$ cat config.mk
export PLATFORM = sky130hd
export DESIGN_NAME = serial_alu_ctrl
export DESIGN_NICKNAME = d
export VERILOG_FILES = /design/src/rtl/serial_alu_ctrl_pkg.sv /design/src/rtl/serial_alu_ctrl_alu.sv /design/src/rtl/serial_alu_ctrl.sv
export SDC_FILE = /design/constraint.sdc
export NUM_CORES = 1
export LEC_CHECK = 0
export CAP_MARGIN = 20
export CORE_MARGIN = 2
export CORE_UTILIZATION = 45
export DETAILED_ROUTE_END_ITERATION = 8
export GPL_TIMING_DRIVEN = 1
export PLACE_DENSITY = 0.69
export SLEW_MARGIN = 20
export SYNTH_ARGS = -nofsm -noshare
export SYNTH_HDL_FRONTEND = slang
export SYNTH_HIERARCHICAL = 1
export SYNTH_SLANG_ARGS = --single-unit
$ cat constraint.sdc
create_clock -name clk -period 8.2 [get_ports clk]
set_clock_uncertainty 0.05 [all_clocks]
set_input_delay 1.64 -clock clk [delete_from_list [all_inputs] [get_ports clk]]
set_output_delay 1.64 -clock clk [all_outputs]
set_load 0.05 [all_outputs]
$ cat src/rtl/serial_alu_ctrl_pkg.sv
// serial_alu_ctrl_pkg: opcode and FSM state encodings shared by the serial ALU controller and its bit slice.
package serial_alu_ctrl_pkg;
    typedef enum logic [1:0] {
        OP_AND    = 2'b00,
        OP_OR     = 2'b01,
        OP_ADDSUB = 2'b10,
        OP_SLT    = 2'b11
    } op_t;

    typedef enum logic [1:0] {
        ST_IDLE,
        ST_SHIFT,
        ST_DONE
    } state_t;
endpackage

$ cat src/rtl/serial_alu_ctrl_alu.sv
// serial_alu_ctrl_alu: single-bit ALU slice (AND, OR, add/sub, pass-through of i3).
module serial_alu_ctrl_alu
    import serial_alu_ctrl_pkg::*;
(
    input  logic       a,
    input  logic       b,
    input  logic       add_sub,
    input  logic       cin,
    input  logic [1:0] op,
    input  logic       i3,
    output logic       result,
    output logic       co
);
    logic bx;

    assign bx     = b ^ add_sub;
    assign result = (op == OP_AND) ? (a & b) :
                    (op == OP_OR)  ? (a | b) :
                    (op == OP_ADDSUB) ? (a ^ bx ^ cin) : i3;
    assign co     = (a & bx) | (cin & (a ^ bx));
endmodule

$ cat src/rtl/serial_alu_ctrl.sv
// serial_alu_ctrl: bit-serial sequencer pushing WIDTH-bit operations through a one-bit ALU slice, LSB first.
module serial_alu_ctrl
    import serial_alu_ctrl_pkg::*;
#(
    parameter int WIDTH = 8
) (
    input  logic             clk,
    input  logic             rst,
    input  logic             in_valid,
    output logic             in_ready,
    input  logic [1:0]       op,
    input  logic             sub,
    input  logic [WIDTH-1:0] a,
    input  logic [WIDTH-1:0] b,
    output logic             out_valid,
    input  logic             out_ready,
    output logic [WIDTH-1:0] result,
    output logic             carry_out,
    output logic             overflow,
    output logic             zero
);
    localparam int CW = $clog2(WIDTH);
    localparam logic [CW-1:0] LAST = CW'(WIDTH - 1);

    state_t           state;
    op_t              op_reg;
    logic             sub_reg;
    logic             carry;
    logic [CW-1:0]    cnt;
    logic [WIDTH-1:0] a_reg;
    logic [WIDTH-1:0] b_reg;
    logic [WIDTH-2:0] sr;
    logic             s_res;
    logic             s_co;
    logic             eff_sub;
    logic             is_arith;
    logic             ovf;
    logic [WIDTH-1:0] fin;

    // SLT is a subtraction in the slice; its result is rebuilt from sign and overflow below
    serial_alu_ctrl_alu u_alu (
        .a       (a_reg[cnt]),
        .b       (b_reg[cnt]),
        .add_sub (sub_reg),
        .cin     (carry),
        .op      ((op_reg == OP_SLT) ? OP_ADDSUB : op_reg),
        .i3      (1'b0),
        .result  (s_res),
        .co      (s_co)
    );

    assign eff_sub  = (op == OP_SLT) | ((op == OP_ADDSUB) & sub);
    assign is_arith = (op_reg == OP_ADDSUB) | (op_reg == OP_SLT);
    assign ovf      = is_arith & (carry ^ s_co);
    assign fin      = (op_reg == OP_SLT) ? WIDTH'(s_res ^ ovf) : {s_res, sr};

    always_ff @(posedge clk or posedge rst) begin
        if (rst) begin
            state     <= ST_IDLE;
            in_ready  <= 1'b1;
            op_reg    <= OP_AND;
            sub_reg   <= 1'b0;
            carry     <= 1'b0;
            cnt       <= '0;
            a_reg     <= '0;
            b_reg     <= '0;
            sr        <= '0;
            out_valid <= 1'b0;
            result    <= '0;
            carry_out <= 1'b0;
            overflow  <= 1'b0;
            zero      <= 1'b0;
        end else begin
            case (state)
                ST_IDLE: if (in_valid) begin
                    a_reg    <= a;
                    b_reg    <= b;
                    op_reg   <= op_t'(op);
                    sub_reg  <= eff_sub;
                    carry    <= eff_sub;
                    cnt      <= '0;
                    in_ready <= 1'b0;
                    state    <= ST_SHIFT;
                end
                ST_SHIFT: begin
                    carry <= s_co;
                    cnt   <= cnt + 1'b1;
                    if (cnt == LAST) begin
                        result    <= fin;
                        carry_out <= is_arith & s_co;
                        overflow  <= ovf;
                        zero      <= ~|fin;
                        out_valid <= 1'b1;
                        state     <= ST_DONE;
                    end else begin
                        sr[cnt] <= s_res;
                    end
                end
                ST_DONE: if (out_ready) begin
                    out_valid <= 1'b0;
                    in_ready  <= 1'b1;
                    state     <= ST_IDLE;
                end
                default: state <= ST_IDLE;
            endcase
        end
    end
endmodule

==> results.md <==
* Initial core utilization at 0.4603
* Post-Syn Nets at roughly 200
* First-pass GRT wire length at about 6.5 mm
* Clk Latency, worst-skew pair at slightly below 0.3 ns
* Height of the die at roughly 73 µm
* Synth unique cells at 37
* Synth Register Bits at between 40 and 50
* Initial DRC count at 54
* Unrepaired setup endpoints after global routing: no
* Wire per inst at approximately 14 µm
* Post-Synth Adder-Cell Area at 0.02114
* Hold_buf cts at 0
* Fin cells at roughly 270
* I/O Pins at 36
* Nets at ~240
* Pwr Density at ~430 mW/mm²
* Post CTS Setup Buffer Count at 0
* Endpoint class of the critical path: flip-flop
* Via count at roughly 1400
* Total grt overflow at 0
* Share of cells above drive strength 1 at 0.09479
* TritonCTS clock tree: done
* Met3 usage at 0.04834
* Initial antenna violation count at 0
* M1 GR Usage at 0.2129
* Max Root-Sink Buffers at 2
* CORE AREA at approximately 0.0046 mm²
* Resize count post-CTS at 0
* Required time worst endpoint at 8.33 ns
* ANT cells at 0
* MaxCap Viol Count at 0
* Num CTS Buffers at 5
* Placed insts at between 200 and 300
* Slew Viols, Final at 0
* CP max FO at 10
* Post-synth top area share at 0.5167
* Register area share after synthesis at 0.5291
* Asr flop ratio synth at 1.000
* Vias in the first global route at 1364
* GR peak layer: met2
* XOR/XNOR Fraction of Synth Area at 0.01938
* Total track usage at 0.1654
* Post-synthesis compound-gate area fraction at 0.07927
* Startpoint Class: flip-flop
* Post-DP HPWL at between 2 and 3 mm
* Die ar. at around 0.0053 mm²
* Synth Area in Simple Gates at 0.1051
* Routing usage on met2 at 0.2596
* Largest family of logic cells by synthesized area: multiplexers
* Setup_tns at 0 ns
* Final setup violation count at 0
* Min Tclk post-route at 3.964 ns
* TritonCTS Sinks at 45
* Leak at between 1 and 1.5 nW
* Root Driver: clkbuf_8
* Routability Congestion at ~0.8
* Hold Crit Class: reg2reg
* Synth Area per Inst at 12.11 µm²
* Leading area contributor after synthesis: dfrtp_1
* Most frequent cell after synthesis: dfrtp_1
* Mux contribution to synthesized area at 0.2055
* Vias per cell at 5.117
* Ranking of synthesized cells by area: dfrtp_1, mux2_1, nand2_1
* Maximum clock rate at around 0.25 GHz
* Quantity of I/O buffers inserted on ports at 35
* CTS clock-pin slew for the worst setup and hold paths at around 0.080 ns
* Status: finished, final reports clean
* Top_reg_cell synth: dfrtp_1
* 1st-pass router iterations at 4
* Pin count of the biggest net entering global routing at 46
* Synth Warn # at 6
* Maximum VDD drop at 172.2 µV
* Arrival time worst endpoint at 4.10 ns
* CP Class: reg2reg
* FP Rows at 25
* Fraction of the cycle the final worst path needs at 0.4834
* ANT nets after route at 0
* DRT Wirelength at about 3.8 mm
* Die Span X at around 73 µm
* Syn Inst Count at 176
* Final Hold Fails at 0
* Slew HR at 0.5154
* Mapped Area at between 0.002 and 0.0025 mm²
* EDFF count, synth at 0
* # H-tree levels at 2
* Residual DRC at 0
* Worst-Margin Slew at about 0.72 ns
* Synthesis-to-finish area growth at 21.73%
* Synth top cells by count: dfrtp_1, nand2_1, mux2_1
* Final core utilization at 0.5603
==> power by group <==
part / leakage, nW / internal [mW] / switching, mW / total, mW
sequential: 0.539 / 0.326 / 0.0894 / 0.416
combinational: 0.527 / 0.277 / 0.288 / 0.565
clock: 0.0455 / 0.0687 / 0.0677 / 0.136
==> path summary, 6_finish.rpt <==
kind	startpoint	endpoint	slack, ns	depth (start not counted)
max reg2reg	cnt[0]$_DFFE_PP0P_	result[0]$_DFFE_PP0P_	4.24	9
min in group asynchronous	rst	b_reg[1]$_DFFE_PP0P_	1.75	3
min	result[3]$_DFFE_PP0P_	result[3]$_DFFE_PP0P_	0.43	2
max	cnt[0]$_DFFE_PP0P_	result[0]$_DFFE_PP0P_	4.24	9
max in group asynchronous	rst	sr[1]$_DFFE_PP0P_	5.98	3
min reg2reg	result[3]$_DFFE_PP0P_	result[3]$_DFFE_PP0P_	0.43	2
==> critical path: stages (launching register included) <==
cell     delay (ns)
dfrtp_1        0.58
mux4_2         0.56
mux2_2         0.31
xnor2_1        0.20
fa_1           0.43
and2b_1        0.17
o32ai_2        0.49
xor3_1         0.52
mux2_2         0.28
mux2_2         0.26
==> metal layers <==
layer  vias to the layer above  wire, µm
met5                         -         0
met4                         0        89
met3                         8       146
met2                        29      1918
met1                       650      1683
li1                        669         -
==> layout by cell type, fill, tap and decap left out, types with 2 or more instances in the layout <==
cell type,netlist,layout
a21oi_1,5,5
a22o_1,2,2
clkbuf_1,4,2
clkbuf_8,0,6
clkdlybuf4s50_1,0,35
dfrtp_1,44,44
ha_1,2,2
inv_1,8,8
mux2_1,25,25
mux2_2,5,5
mux4_2,4,4
nand2_1,28,28
nand2b_1,2,2
nor2_1,3,3
nor2b_1,4,4
o21ai_0,2,2
o21ai_1,12,12
o21bai_1,2,2
==> area by class of cell <==
type,instances,area (µm²)
clock buffer,8,90.09
fill,401,2036
inverter,8,30.03
multi-input combinational,114,920.9
sequential,45,1127
tap,54,67.56
timing repair buffer,36,357.8
==> logic make-up (layout without fill, tap and decap cells) <==
group                    Yosys count  in the layout
adder cells (fa/ha/maj)            3              3
AO/OA/AOI/OAI                     27             27
other                              1              1
flip-flops                        45             45
multiplexers                      35             35
buffers and inverters             17             52
AND/OR/NAND/NOR                   45             45
XOR/XNOR                           3              3
==> through the flow <==
step                      hold WS (ns)  total power, mW  setup slack (ns)  cell area (µm²)
after floorplan                 0.4024           0.8676             4.695             2131
after global placement          0.4158           0.9616             4.396             2504
after detailed placement        0.4244           0.9927             4.210             2504
after CTS                       0.4407            1.133             4.189             2594
after global routing            0.4555            1.208             3.998             2594
final                           0.4314            1.117             4.236             2594
Note: power is estimated with default switching activity, not from simulation.
